--- src/rtl/store_buffer_ctrl.sv ---
// Posted-write store buffer with in-order drain sequencer and load-hit detection.
// Optional store merging into the youngest entry is enabled by defining STORE_MERGE_EN.
module store_buffer_ctrl #(
    parameter int DEPTH  = 4,
    parameter int ADDR_W = 32
) (
    input  logic              clk,
    input  logic              rst_n,
    input  logic              st_valid,
    output logic              st_ready,
    input  logic [ADDR_W-1:0] st_addr,
    input  logic [3:0]        st_wstrb,
    input  logic [31:0]       st_wdata,
    input  logic [ADDR_W-1:0] ld_addr,
    output logic              ld_hit,
    output logic              mem_valid,
    input  logic              mem_ready,
    output logic [ADDR_W-1:0] mem_addr,
    output logic [3:0]        mem_wstrb,
    output logic [31:0]       mem_wdata,
    input  logic              mem_bvalid,
    output logic              empty,
    output logic              drained
);
    localparam int PW = $clog2(DEPTH);
    localparam int WA = ADDR_W - 2;
    localparam logic [PW:0] FULL_CNT = (PW+1)'(DEPTH);

    typedef enum logic [1:0] {IDLE, SEND, WAIT} state_e;

    state_e          state_q;
    logic [PW-1:0]   head_q, head_d, tail_q, tail_d;
    logic [PW:0]     count_q, count_d;
    logic [WA-1:0]   addr_q [DEPTH];
    logic [3:0]      strb_q [DEPTH];
    logic [31:0]     data_q [DEPTH];

    logic [WA-1:0]   st_word, ld_word;
    logic            full, accept, push, pop;
    logic [PW-1:0]   off;
    logic            unused_lsbs;

    assign st_word     = st_addr[ADDR_W-1:2];
    assign ld_word     = ld_addr[ADDR_W-1:2];
    assign unused_lsbs = ^{st_addr[1:0], ld_addr[1:0]};
    assign full        = (count_q == FULL_CNT);

`ifdef STORE_MERGE_EN
    logic [PW-1:0] youngest;
    logic          merge_ok, merge;

    // The head may not be modified once its write has been presented to memory.
    assign youngest = tail_q - PW'(1);
    assign merge_ok = (count_q != '0) && (addr_q[youngest] == st_word)
                      && !((youngest == head_q) && (state_q != IDLE));
    assign st_ready = !full || merge_ok;
    assign accept   = st_valid && st_ready;
    assign merge    = accept && (st_wstrb != 4'b0000) && merge_ok;
    assign push     = accept && (st_wstrb != 4'b0000) && !merge_ok;
`else
    assign st_ready = !full;
    assign accept   = st_valid && st_ready;
    assign push     = accept && (st_wstrb != 4'b0000);
`endif

    assign pop = (state_q == WAIT) && mem_bvalid;

    always_comb begin
        head_d  = head_q + PW'(pop);
        tail_d  = tail_q + PW'(push);
        count_d = count_q + (PW+1)'(push) - (PW+1)'(pop);
    end

    always_ff @(posedge clk or negedge rst_n) begin
        if (!rst_n) begin
            state_q <= IDLE;
            head_q  <= '0;
            tail_q  <= '0;
            count_q <= '0;
        end else begin
            head_q  <= head_d;
            tail_q  <= tail_d;
            count_q <= count_d;
            case (state_q)
                IDLE:    if (count_q != '0) state_q <= SEND;
                SEND:    if (mem_ready) state_q <= WAIT;
                WAIT:    if (pop) state_q <= (count_d != '0) ? SEND : IDLE;
                default: state_q <= IDLE;
            endcase
        end
    end

    always_ff @(posedge clk) begin
        if (push) begin
            addr_q[tail_q] <= st_word;
            strb_q[tail_q] <= st_wstrb;
            data_q[tail_q] <= st_wdata;
        end
`ifdef STORE_MERGE_EN
        else if (merge) begin
            strb_q[youngest] <= strb_q[youngest] | st_wstrb;
            for (int b = 0; b < 4; b++) begin
                if (st_wstrb[b]) data_q[youngest][8*b +: 8] <= st_wdata[8*b +: 8];
            end
        end
`endif
    end

    // Only slots inside [head, head+count) are live; stale slots never hit.
    always_comb begin
        ld_hit = 1'b0;
        off    = '0;
        for (int i = 0; i < DEPTH; i++) begin
            off = PW'(i) - head_q;
            if (({1'b0, off} < count_q) && (addr_q[i] == ld_word)) ld_hit = 1'b1;
        end
    end

    assign mem_valid = (state_q == SEND);
    assign mem_addr  = {addr_q[head_q], 2'b00};
    assign mem_wstrb = strb_q[head_q];
    assign mem_wdata = data_q[head_q];
    assign empty     = (count_q == '0);
    assign drained   = empty && (state_q == IDLE);
endmodule

--- config.mk ---
export PLATFORM = sky130hd
export DESIGN_NAME = store_buffer_ctrl
export DESIGN_NICKNAME = d
export VERILOG_FILES = /design/src/rtl/store_buffer_ctrl.sv
export SDC_FILE = /design/constraint.sdc
export NUM_CORES = 1
export LEC_CHECK = 0
export BUFFER_PORTS_ARGS = -buffer_cell sky130_fd_sc_hd__buf_2
export CORE_MARGIN = 2
export CORE_UTILIZATION = 53
export CTS_BUF_LIST = sky130_fd_sc_hd__clkbuf_4 sky130_fd_sc_hd__clkbuf_8
export DETAILED_ROUTE_END_ITERATION = 16
export GPL_ROUTABILITY_DRIVEN = 0
export PLACE_DENSITY = 0.79
export RECOVER_POWER = 100
export SYNTH_ARGS = -nofsm -noshare
export SYNTH_HDL_FRONTEND = slang
export SYNTH_SLANG_ARGS = --single-unit
--- constraint.sdc ---
create_clock -name clk -period 6 [get_ports clk]
set_clock_uncertainty 0.05 [all_clocks]
set_input_delay 0.6 -clock clk [delete_from_list [all_inputs] [get_ports clk]]
set_output_delay 0.6 -clock clk [all_outputs]
set_load 0.02 [all_outputs]
# Yosys cells after proc, flatten, opt, wreduce, memory -nomap -nowiden
# Memories as Yosys holds them, arrays and structs flattened.
# Cells that the tools add are included.
# word_totals
n_memories,3
ramBits,264
latch_bits,0
elab_cells,55
romBits,0
register_bits,9
# op_classes
eq_ne,10
n_div,0
multipliers,0
magnitude_cmp,4
shifts,0
n_addsub,8
bitwise,0
n_reduce_logical,15
mux,11
# memory_table
memory,words,word_bits,rd,rd_ports_with_merged_regs,wr,line_no,text
data_q,4,32,1,0,1,36,logic [31:0] data_q [DEPTH];
addr_q,4,30,5,0,1,34,logic [WA-1:0] addr_q [DEPTH];
strb_q,4,4,1,0,1,35,logic [3:0] strb_q [DEPTH];
# op_table
operator,count
30-bit equality test,4
2-bit by 3-bit < comparator with 1-bit output,4
1-bit logical AND,8
1-bit 2-to-1 mux,7
2-bit 2-to-1 mux,3
2-bit case mux with 3 select lines,1
3-bit nonzero test,2
2-bit by 1-bit adder with 2-bit output,2
2-bit != test (second input constant),2
4-bit nonzero test,1
1-bit by 2-bit subtractor with 2-bit output (first input constant),2
2-bit subtractor (first input constant),2
3-bit by 1-bit adder with 3-bit output,1
3-bit equality test (second input constant),1
3-bit logical NOT,1
3-bit AND reduction,1
3-bit by 1-bit subtractor with 3-bit output,1
2-bit by 1-bit equality test with 1-bit output (second input constant),1
2-bit equality test (second input constant),1
2-bit logical NOT,1
2-bit by 1-bit != test with 1-bit output (second input constant),1
1-bit logical NOT,1

# Longest topological paths before layout
# Gate-level depths: netlist (run 1).
# depth
ltp_word,10
depth_mapped,11
depth_no_buf,11

# Least setup slack after synthesis (run 1)
# OpenSTA, ideal clock, no wires.
# synth_timing
kind,reg2reg
start,reg count_q[2]
end,mem addr_q[1][0] in the netlist's numbering (enable)
required_time_ns,5.365
path_stages_with_launch,5
setup_slack_ns,-0.442
n_path_buf,0
t_arrival_ns,5.807
path_cell_list,dfrtp_1 -> inv_1 -> or3_1 -> nand3_1 -> nor3b_1
# synth_via
elab_chain_cells,6
# synth_rtl
item,line_no,text
from (decl),33,"logic [PW:0] count_q, count_d;"
from (signal assigned),83,count_q <= count_d;
3-bit equality test,46,assign full = (count_q == FULL_CNT);
1-bit logical NOT,61,assign st_ready = !full;
named net st_ready,10,"output logic st_ready,"
1-bit logical AND,62,assign accept = st_valid && st_ready;
1-bit logical AND,63,assign push = accept && (st_wstrb != 4'b0000);
1-bit 2-to-1 mux,94,if (push) begin
1-bit 2-to-1 mux (not written as such),95,addr_q[tail_q] <= st_word;
to (decl),34,
# The timed path passes the listed nets, and every way through them passes these cells.

# Worst setup path after layout (run 1)
# layout_timing
start,reg head_q[0]
end,out ld_hit
# layout_via
elab_chain_cells,7
word_cells_on_any_way,16
cone_classes,add/sub (4); order compare (4); mux (4); reduce/logical (4)
# layout_rtl
item,line_no,text
from (decl),32,"logic [PW-1:0] head_q, head_d, tail_q, tail_d;"
from (signal assigned),77,head_q <= '0;
from (signal assigned),81,head_q <= head_d;
1-bit by 2-bit subtractor with 2-bit output,114,off = PW'(i) - head_q;
2-bit by 3-bit < comparator with 1-bit output,115,"if (({1'b0, off} < count_q) && (addr_q[i] == ld_word)) ld_hit = 1'b1;"
1-bit logical AND,115,
1-bit 2-to-1 mux (3 in series),115,
1-bit 2-to-1 mux (*),115,
to (decl),15,"output logic ld_hit,"
# Mark *: on every way between the ends. The rest lies on a longest branch, timed or not.

==> results of run 1 <==
-- cell usage in the layout, fill, tap and decap left out, types with 8 or more instances in the layout --
cell type    n
clkbuf_8    47
clkbuf_1   138
inv_1        9
ha_1         8
buf_2       36
xnor2_1     67
clkbuf_4    24
edfxtp_1   264
xor2_1      58
nand4_1     20
mux4_2      66
nor4_1      13
dfrtp_1      8
-- logic make-up (layout without fill, tap and decap cells) --
group           Yosys count  count (layout)  share of synthesized area
flops                   273             273                      0.712
xor+xnor                125             125                     0.0956
mux                      66              66                      0.130
simple gates             59              59                     0.0298
buf+inv                  38             266                     0.0149
compound gates           10              10                    0.00743
fa+ha+maj                 9               9                     0.0105
other cells               1               7                   0.000327
-- power by group through the flow --
| stage | sequential (mW) | combinational [mW] | clock [mW] |
|---|---|---|---|
| floorplan | 2.68 | 1.53 | 0 |
| global route | 2.79 | 2.18 | 1.66 |
| detailed placement | 2.78 | 2.10 | 0 |
| CTS | 2.74 | 2.12 | 1.58 |
| finish | 2.75 | 2.02 | 1.55 |
| global placement | 2.75 | 2.07 | 0 |
-- routing by layer --
layer / GRT usage / vias to the layer above
met5: 0 / -
met4: 0.0720 / 8
met1: 0.300 / 3085
met3: 0.0753 / 49
met2: 0.350 / 254
li1: - / 2717
-- through the flow --
step           cells  hold WS, ps   util  cell area, sq um  power [mW]
6_report        1090          225  0.630             13300        6.32
4_1_cts         1085          166  0.640             13500        6.44
3_5_place_dp    1005          414  0.598             12600        4.88
2_1_floorplan    582          254      -             11500        4.21
5_1_grt         1086          214  0.630             13300        6.64
3_3_place_gp    1005          404  0.598             12600        4.82
-- critical path, cell delays in order (launching register included) --
cell and delay [ps]:
dfrtp_4 680, clkbuf_2 1510, inv_1 90, a21oi_1 330
a2111oi_1 150, nand4_1 110, nand4_1 150, clkbuf_1 210
-- registers in the layout (all words and copies together) (netlist names) --
name	count
addr_q	120
count_q	3
data_q	128
head_q	2
state_q	2
strb_q	16
tail_q	2
-- area by class of cell --
| type | instances | share of cell area |
|---|---|---|
| inverter | 9 | 0.00254 |
| multi-input combinational | 271 | 0.236 |
| clock inverter | 8 | 0.00282 |
| antenna | 5 | 0.000941 |
| clock buffer | 71 | 0.0622 |
| tap | 275 | 0.0259 |
| sequential | 273 | 0.614 |
| timing repair buffer | 178 | 0.0555 |
-- timing repair --
action	CTS	global route
setup buffers	0	0
hold buffers	1	0
hold endpoints to repair	9	0
-- how the worst max path moves through the flow --
stage | start | endpoint | cells after the start
floorplan | count_q[2]$_DFF_PN0_ | addr_q[2][0]$_DFFE_PP_ | 6
detailed placement | st_wstrb[0] | data_q[2][29]$_DFFE_PP_ | 7
finish | head_q[0]$_DFF_PN0_ | ld_hit | 7
global placement | st_wstrb[0] | data_q[2][30]$_DFFE_PP_ | 7
global route | head_q[0]$_DFF_PN0_ | ld_hit | 7
CTS | head_q[0]$_DFF_PN0_ | ld_hit | 7
==> flow_metrics.py, run 1 <==
metrics = {
    "status": {
        "status": "finished, violations left",
        "failed_checks": "max-capacitance violations, max-slew violations",
    },
    "finish": {
        "nets": 891,
        "area_delta_synth_final_pct": 16.0,
        "multiInputGateArea_sq_um": 3140,
        "final_layout_size_suffix_gt1_frac": 0.223,
        "nFillCells": 1573,
        "seqCellArea_sq_um": 8160,
    },
    "timing": {
        "tightestPinTransition_ps": 3550,
        "fin_crit_ps": 4460,
        "slew_headroom": -1.36,
        "finalCritPeriodShare": 0.743,
        "fin_setup_tns_ps": 0,
        "hold_violations": 0,
        "setup_ws_ps": 1540,
        "rsz0062_at_grt": "no",
        "setup_violations": 0,
        "fmax_ghz": 0.224,
        "slew_violations": 291,
    },
    "drt": {
        "wl_per_cell_microns": 22.7,
        "drc": 0,
        "dr.pass1.iters": 5,
        "met1Wirelength_microns": 9660,
        "ant_nets": 0,
        "via_per_inst": 5.61,
        "routed_wl_microns": 24700,
        "drtIter0Drc": 366,
        "met2_length_microns": 12000,
        "routed.top_layer": "met5",
        "met3_length_microns": 2550,
        "num_vias": 6113,
    },
    "synthesis": {
        "yosysMostFrequentCell": "edfxtp_1",
        "synth_warnings": 0,
        "synth_commonest_cells": "264 x edfxtp_1, 67 x xnor2_1, 66 x mux4_2, 58 x xor2_1, 20 x nand4_1",
        "synthCells": 581,
        "async_flop_share": 0.0330,
        "synthDistinctLibCells": 32,
        "ys_top_cells_by_area": "edfxtp_1 69%, mux4_2 13%, xnor2_1 5.1%",
        "synth_ff_type": "edfxtp_1",
        "synth_area_per_cell_sq_um": 19.7,
        "ys_seq_area_frac": 0.712,
        "synth.cell_area_sq_um": 11500,
        "synth_top_area_frac": 0.692,
        "ys_seq_elements": 273,
        "synth-edff-count": 264,
        "synth_top_cell_by_area": "edfxtp_1",
    },
    "power": {
        "combPwrFrac": 0.319,
        "p_per_area_nw_per_um2": 475,
        "power.internal_mw": 4.20,
        "swShare": 0.336,
        "clockPowerShare": 0.245,
        "worst_ir_drop_vdd_mv": 0.312,
        "p_switching_mw": 2.12,
        "seqPwrFrac": 0.435,
        "leakagePower_nw": 4.31,
    },
    "flow_run": {
        "maxCapViolCount": 7,
    },
    "die": {
        "initial_core_util": 0.543,
        "die_area_sq_um": 22800,
        "io_pins": 178,
        "placementRows": 53,
        "die_h_microns": 151,
        "core_area_sq_um": 21100,
        "die_w_microns": 151,
    },
    "global_route": {
        "grt_pass1_wl_microns": 37000,
        "grt.overflow.total": 0,
        "grt_pass1_vias": 6478,
        "antenna_found_initial": 8,
        "grt_max_degree": 67,
        "grt.total_usage": 0.223,
    },
    "setup_path": {
        "worstSetupEndpointType": "output pin",
        "worstSetupPathType": "reg2out",
        "reg2reg_slack_ps": 1670,
        "crit_fanout": 51,
        "rr_startpoint": "count_q[2]$_DFF_PN0_",
        "crit_path_start_kind": "flip-flop",
        "rr_worst_depth": 7,
        "required_ps": 5350,
        "r2r-end": "data_q[2][19]$_DFFE_PP_",
        "arrival_ps": 3810,
    },
    "clock_tree": {
        "cts_sinks": 273,
        "cts-resized-gates": 0,
        "numCtsBuffers": 44,
        "cts_tree": "done",
        "clock-root-buffer": "clkbuf_8",
        "clkLatencyLatePin_ps": 560,
        "clk_path_buf_depth": 3,
        "htree_levels": 2,
        "cts.clk_slew.worst_paths_ps": 60,
    },
    "placement": {
        "port_buffers": 171,
        "dp.final_hpwl_microns": 16500,
        "post-place-ws_ps": 2590,
    },
    "worst_hold_path": {
        "min_path_cells": 2,
        "hold_class": "in2reg",
        "holdPathEnd": "state_q[1]$_DFFE_PN0P_",
        "hp-start": "mem_bvalid",
    },
}
No activity file was read; power rests on OpenSTA's default activity.
==> run 2, diff against run 1 <==
--- a/config.mk
+++ b/config.mk
@@ -7,11 +7,11 @@
 export LEC_CHECK = 0
 export BUFFER_PORTS_ARGS = -buffer_cell sky130_fd_sc_hd__buf_2
 export CORE_MARGIN = 2
-export CORE_UTILIZATION = 53
+export CORE_UTILIZATION = 59
 export CTS_BUF_LIST = sky130_fd_sc_hd__clkbuf_4 sky130_fd_sc_hd__clkbuf_8
 export DETAILED_ROUTE_END_ITERATION = 16
 export GPL_ROUTABILITY_DRIVEN = 0
-export PLACE_DENSITY = 0.79
+export PLACE_DENSITY = 0.83
 export RECOVER_POWER = 100
 export SYNTH_ARGS = -nofsm -noshare
 export SYNTH_HDL_FRONTEND = slang
==> constraint.sdc (replaced) <==
create_clock -name clk -period 4.65 [get_ports clk]
set_clock_uncertainty 0.05 [all_clocks]
set_input_delay 0.465 -clock clk [delete_from_list [all_inputs] [get_ports clk]]
set_output_delay 0.465 -clock clk [all_outputs]
set_load 0.02 [all_outputs]
==> flow_metrics.py, run 2 (synthesis gave the netlist of run 1 again) <==
metrics = {
    "setup_path": {
        "crit_top_cell": "nand4_1",
        "worstSetupEndpointType": "output pin",
        "crit_path_start": "head_q[1]$_DFF_PN0_",
        "critPathBufInv": 3,
        "critical-path-max-stage-delay_ps": 850,
        "rr_startpoint": "count_q[2]$_DFF_PN0_",
        "worstSetupPathType": "reg2out",
        "crit_fanout": 44,
        "crit_path_start_kind": "flip-flop",
        "crit_chain": "buf_4, inv_1, ha_1, nand2b_1, nand4_1, or3_1, nand4_1, clkbuf_1",
        "cp_slowest_cell": "dfrtp_2",
        "timing.critical_path.max_delay_family": "buffers and inverters",
        "required_ps": 4140,
        "arrival_ps": 3470,
    },
    "drt": {
        "wl_per_cell_microns": 23.2,
        "drc": 0,
        "num_vias": 6212,
        "routed_wl_microns": 24900,
        "via_per_inst": 5.81,
        "ant_nets": 0,
        "dr.pass1.iters": 5,
        "drtIter0Drc": 529,
    },
    "global_route": {
        "grt.overflow.total": 0,
        "antenna_found_initial": 4,
        "grt.total_usage": 0.248,
        "grt_max_degree": 67,
        "grt_pass1_wl_microns": 37200,
        "grt_pass1_vias": 6592,
    },
    "timing": {
        "fmax_ghz": 0.251,
        "slew_headroom": -0.335,
        "setup_violations": 0,
        "tightestPinTransition_ps": 2000,
        "fin_crit_ps": 3990,
        "finalCritPeriodShare": 0.858,
        "slew_violations": 201,
        "fin_setup_tns_ps": 0,
        "rsz0062_at_grt": "no",
        "hold_violations": 0,
    },
    "die": {
        "placementRows": 50,
        "initial_core_util": 0.606,
        "die_w_microns": 143,
        "die_area_sq_um": 20500,
        "core_area_sq_um": 18900,
        "io_pins": 178,
        "die_h_microns": 143,
    },
    "clock_tree": {
        "clk_path_buf_depth": 3,
        "clock-root-buffer": "clkbuf_8",
        "cts_tree": "done",
        "cts.clk_slew.worst_paths_ps": 60,
        "cts-resized-gates": 0,
        "numCtsBuffers": 43,
        "htree_levels": 2,
        "cts_setup_buffers": 0,
        "cts_sinks": 273,
        "clkLatencyLatePin_ps": 530,
    },
    "flow_run": {
        "maxCapViolCount": 3,
    },
    "finish": {
        "final_common_cell": "edfxtp_1",
        "area_delta_synth_final_pct": 15.1,
        "largest_reg_flops": 128,
        "final_layout_size_suffix_gt1_frac": 0.217,
        "final_cell_mix": "264 x edfxtp_1, 137 x clkbuf_1, 67 x xnor2_1",
        "largest_register": "data_q",
        "top_regs": "data_q (128), addr_q (120), strb_q (16)",
        "nets": 891,
        "finish.utilization": 0.698,
    },
    "status": {
        "status": "finished, violations left",
        "failed_checks": "max-capacitance violations, max-slew violations",
    },
    "placement": {
        "dp.final_hpwl_microns": 16500,
        "port_buffers": 171,
    },
    "worst_hold_path": {
        "hold_class": "in2reg",
        "hp-start": "mem_bvalid",
    },
    "power": {
        "leakagePower_nw": 4.27,
        "p_per_area_nw_per_um2": 603,
        "worst_ir_drop_vdd_mv": 0.425,
    },
}
-- run 2: repair_timing --
item	CTS	global route
setup endpoints to repair	0	0
hold buffers	1	0
hold endpoints to repair	9	0
-- run 2: worst register-to-register path: cells and delay by family (launching register included) --
family | cells | cell delay, ps
buffers and inverters | 3 | 1210
and+or+nand+nor | 3 | 1490
DFF | 1 | 430
-- run 2: power by group --
| group | internal, mW | switching [mW] | total [mW] | leakage (nW) |
|---|---|---|---|---|
| clock network | 0.954 | 0.870 | 1.82 | 0.405 |
| logic | 0.987 | 1.55 | 2.54 | 1.35 |
| registers | 3.27 | 0.324 | 3.59 | 2.52 |
| total | 5.21 | 2.75 | 7.95 | 4.27 |
-- run 2: path summary, 6_finish.rpt --
path	endpoint	slack, ps	depth (start not counted)
min in group asynchronous	tail_q[0]$_DFF_PN0_	390	2
worst max-delay path	ld_hit	660	8
worst min-delay path	state_q[1]$_DFFE_PN0P_	100	2
worst min register to register	state_q[1]$_DFFE_PN0P_	490	1
worst max register to register	data_q[3][21]$_DFFE_PP_	1080	6
max in group asynchronous	head_q[0]$_DFF_PN0_	3730	2
-- run 2: metrics by stage --
stage	total power, mW	cell area, sq um	setup WS (ps)	hold WS [ps]	cells
2_1_floorplan	5.43	11500	233	119	582
3_3_place_gp	6.22	12600	1310	272	991
3_5_place_dp	6.29	12600	1290	288	991
4_1_cts	8.12	13400	708	63.1	1065
5_1_grt	8.31	13200	505	84.8	1066
6_report	7.95	13200	662	103	1069
-- run 2: cell type report --
cell class                 instances  area (sq um)
inverter                           9          33.8
clock inverter                    18          78.8
timing repair buffer             179           734
antenna                            4          10.0
clock buffer                      55           682
fill                            1298          5710
tap                              260           325
sequential                       273          8160
multi-input combinational        271          3170
-- run 2: metal layers --
layer,vias up,routed length (microns),GRT usage
met5,-,7,0
met4,2,805,0.0970
met3,68,2440,0.0690
met2,296,12100,0.398
met1,3134,9450,0.330
li1,2712,-,-
==> run 3, diff against run 2 <==
--- a/config.mk
+++ b/config.mk
@@ -6,8 +6,10 @@
 export NUM_CORES = 1
 export LEC_CHECK = 0
 export BUFFER_PORTS_ARGS = -buffer_cell sky130_fd_sc_hd__buf_2
+export CELL_PAD_IN_SITES_DETAIL_PLACEMENT = 1
+export CELL_PAD_IN_SITES_GLOBAL_PLACEMENT = 1
 export CORE_MARGIN = 2
-export CORE_UTILIZATION = 59
+export CORE_UTILIZATION = 50
 export CTS_BUF_LIST = sky130_fd_sc_hd__clkbuf_4 sky130_fd_sc_hd__clkbuf_8
 export DETAILED_ROUTE_END_ITERATION = 16
 export GPL_ROUTABILITY_DRIVEN = 0
==> flow_metrics.py, run 3 (synthesis gave the netlist of run 1 again) <==
metrics = {
    "status": {
        "status": "finished, violations left",
        "failed_checks": "max-capacitance violations, max-slew violations",
    },
    "power": {
        "worst_ir_drop_vdd_mv": 0.364,
        "p_per_area_nw_per_um2": 610,
        "leakagePower_nw": 4.30,
        "seqPwrFrac": 0.441,
        "power.internal_mw": 5.28,
        "clockPowerShare": 0.239,
        "combPwrFrac": 0.320,
        "p_switching_mw": 2.82,
        "swShare": 0.348,
    },
    "setup_path": {
        "crit_fanout": 53,
        "crit_path_start_kind": "flip-flop",
        "reg2reg_slack_ps": 1050,
        "rr_worst_depth": 5,
        "arrival_ps": 3690,
        "r2r-end": "data_q[1][30]$_DFFE_PP_",
        "worstSetupPathType": "reg2reg",
        "rr_startpoint": "count_q[2]$_DFF_PN0_",
        "worstSetupEndpointType": "flip-flop",
        "required_ps": 4740,
    },
    "timing": {
        "tightestPinTransition_ps": 2090,
        "fmax_ghz": 0.278,
        "fin_crit_ps": 3600,
        "slew_headroom": -0.394,
        "rsz0062_at_grt": "no",
        "finalCritPeriodShare": 0.774,
        "setup_ws_ps": 1050,
        "fin_setup_tns_ps": 0,
        "hold_violations": 0,
        "slew_violations": 203,
        "setup_violations": 0,
    },
    "die": {
        "placementRows": 55,
        "die_area_sq_um": 24100,
        "die_h_microns": 155,
        "core_area_sq_um": 22600,
        "io_pins": 178,
        "initial_core_util": 0.507,
        "die_w_microns": 155,
    },
    "drt": {
        "wl_per_cell_microns": 24.6,
        "dr.pass1.iters": 4,
        "drtIter0Drc": 434,
        "drc": 0,
        "ant_nets": 0,
        "routed_wl_microns": 27000,
        "via_per_inst": 5.65,
        "num_vias": 6199,
    },
    "finish": {
        "post-route-cell-area_sq_um": 13300,
        "final_layout_size_suffix_gt1_frac": 0.217,
        "top_regs": "data_q (128), addr_q (120), strb_q (16)",
        "nets": 891,
        "final_cell_mix": "264 x edfxtp_1, 135 x clkbuf_1, 67 x xnor2_1",
        "nFillCells": 2107,
        "final_common_cell": "edfxtp_1",
        "area_delta_synth_final_pct": 15.9,
        "largest_register": "data_q",
        "finish.utilization": 0.588,
        "largest_reg_flops": 128,
    },
    "clock_tree": {
        "cts.clk_slew.worst_paths_ps": 60,
        "numCtsBuffers": 45,
        "cts_tree": "done",
        "clock-root-buffer": "clkbuf_8",
        "cts_setup_buffers": 0,
        "clk_path_buf_depth": 3,
        "clkLatencyLatePin_ps": 550,
        "cts_hold_buf": 1,
        "cts_sinks": 273,
        "cts-resized-gates": 0,
        "htree_levels": 2,
    },
    "placement": {
        "placed_area_sq_um": 12600,
        "post-place-ws_ps": 1430,
        "dp.final_hpwl_microns": 18100,
        "port_buffers": 171,
    },
    "global_route": {
        "grt.overflow.total": 0,
        "grt_max_degree": 67,
        "grt_pass1_wl_microns": 41100,
        "grt.total_usage": 0.230,
        "antenna_found_initial": 5,
        "grt_pass1_vias": 6915,
    },
    "worst_hold_path": {
        "holdPathEnd": "state_q[1]$_DFFE_PN0P_",
        "min_path_cells": 2,
        "hold_class": "in2reg",
        "hp-start": "mem_bvalid",
    },
    "flow_run": {
        "maxCapViolCount": 4,
    },
}
==> run 3: changes by cell type in the layout (fill, tap and decap cells not counted), sizes merged <==
| cell | change |
|---|---|
| clkinv | +3 |
| buf | +2 |
| diode | -2 |
| inv | +2 |
| clkinvlp | -1 |
==> run 3: worst max-delay path by stage <==
stage / start / end / slack [ps] / cells past startpoint
final: count_q[2]$_DFF_PN0_ / data_q[1][30]$_DFFE_PP_ / 1050 / 5
after CTS: head_q[0]$_DFF_PN0_ / mem_addr[28] / 1010 / 3
after detailed placement: st_wstrb[1] / state_q[0]$_DFFE_PN0P_ / 1430 / 11
after global routing: count_q[2]$_DFF_PN0_ / addr_q[1][16]$_DFFE_PP_ / 790 / 5
after global placement: st_wstrb[1] / data_q[1][28]$_DFFE_PP_ / 1550 / 5
after floorplan: count_q[2]$_DFF_PN0_ / addr_q[2][0]$_DFFE_PP_ / 230 / 6
==> run 3: layout make-up <==
class / count / area (sq um) / area share
flip-flops and latches: 273 / 8160 / 0.615
multi-input cells: 271 / 3150 / 0.237
repair buffers: 177 / 742 / 0.0559
clock buffers: 59 / 731 / 0.0550
well taps: 285 / 357 / 0.0269
clock inverters: 22 / 98.8 / 0.00745
inverters: 9 / 33.8 / 0.00255
diodes: 2 / 5.00 / 0.000377
==> run 3: metal layers <==
| metal | global-route usage | share of wire | vias up |
|---|---|---|---|
| met5 | 0 | 0.00096 | - |
| met4 | 0.0874 | 0.031 | 4 |
| met3 | 0.0710 | 0.078 | 62 |
| met2 | 0.377 | 0.50 | 245 |
| met1 | 0.290 | 0.39 | 3175 |
| li1 | - | - | 2713 |
==> run 3: critical path: stages, from the launching register on <==
cell and delay [ps]:
dfrtp_1 440, inv_1 180, or3_1 160, nand3_1 200
nor3b_4 820, clkbuf_2 1280
==> run 3: power by group through the flow <==
stage / registers (mW) / logic [mW] / clock network (mW)
final: 3.57 / 2.60 / 1.94
after global routing: 3.63 / 2.80 / 2.08
after CTS: 3.57 / 2.75 / 1.98
after detailed placement: 3.62 / 2.74 / 0
after global placement: 3.56 / 2.68 / 0
after floorplan: 3.45 / 1.98 / 0
==> run 3: stage by stage <==
step                power, mW  std cells  hold WS [ps]
floorplan                5.43        582           119
global placement         6.24       1014           270
detailed placement       6.36       1014           276
CTS                      8.31       1096          35.1
global route             8.50       1096          74.7
finish                   8.10       1098          87.4
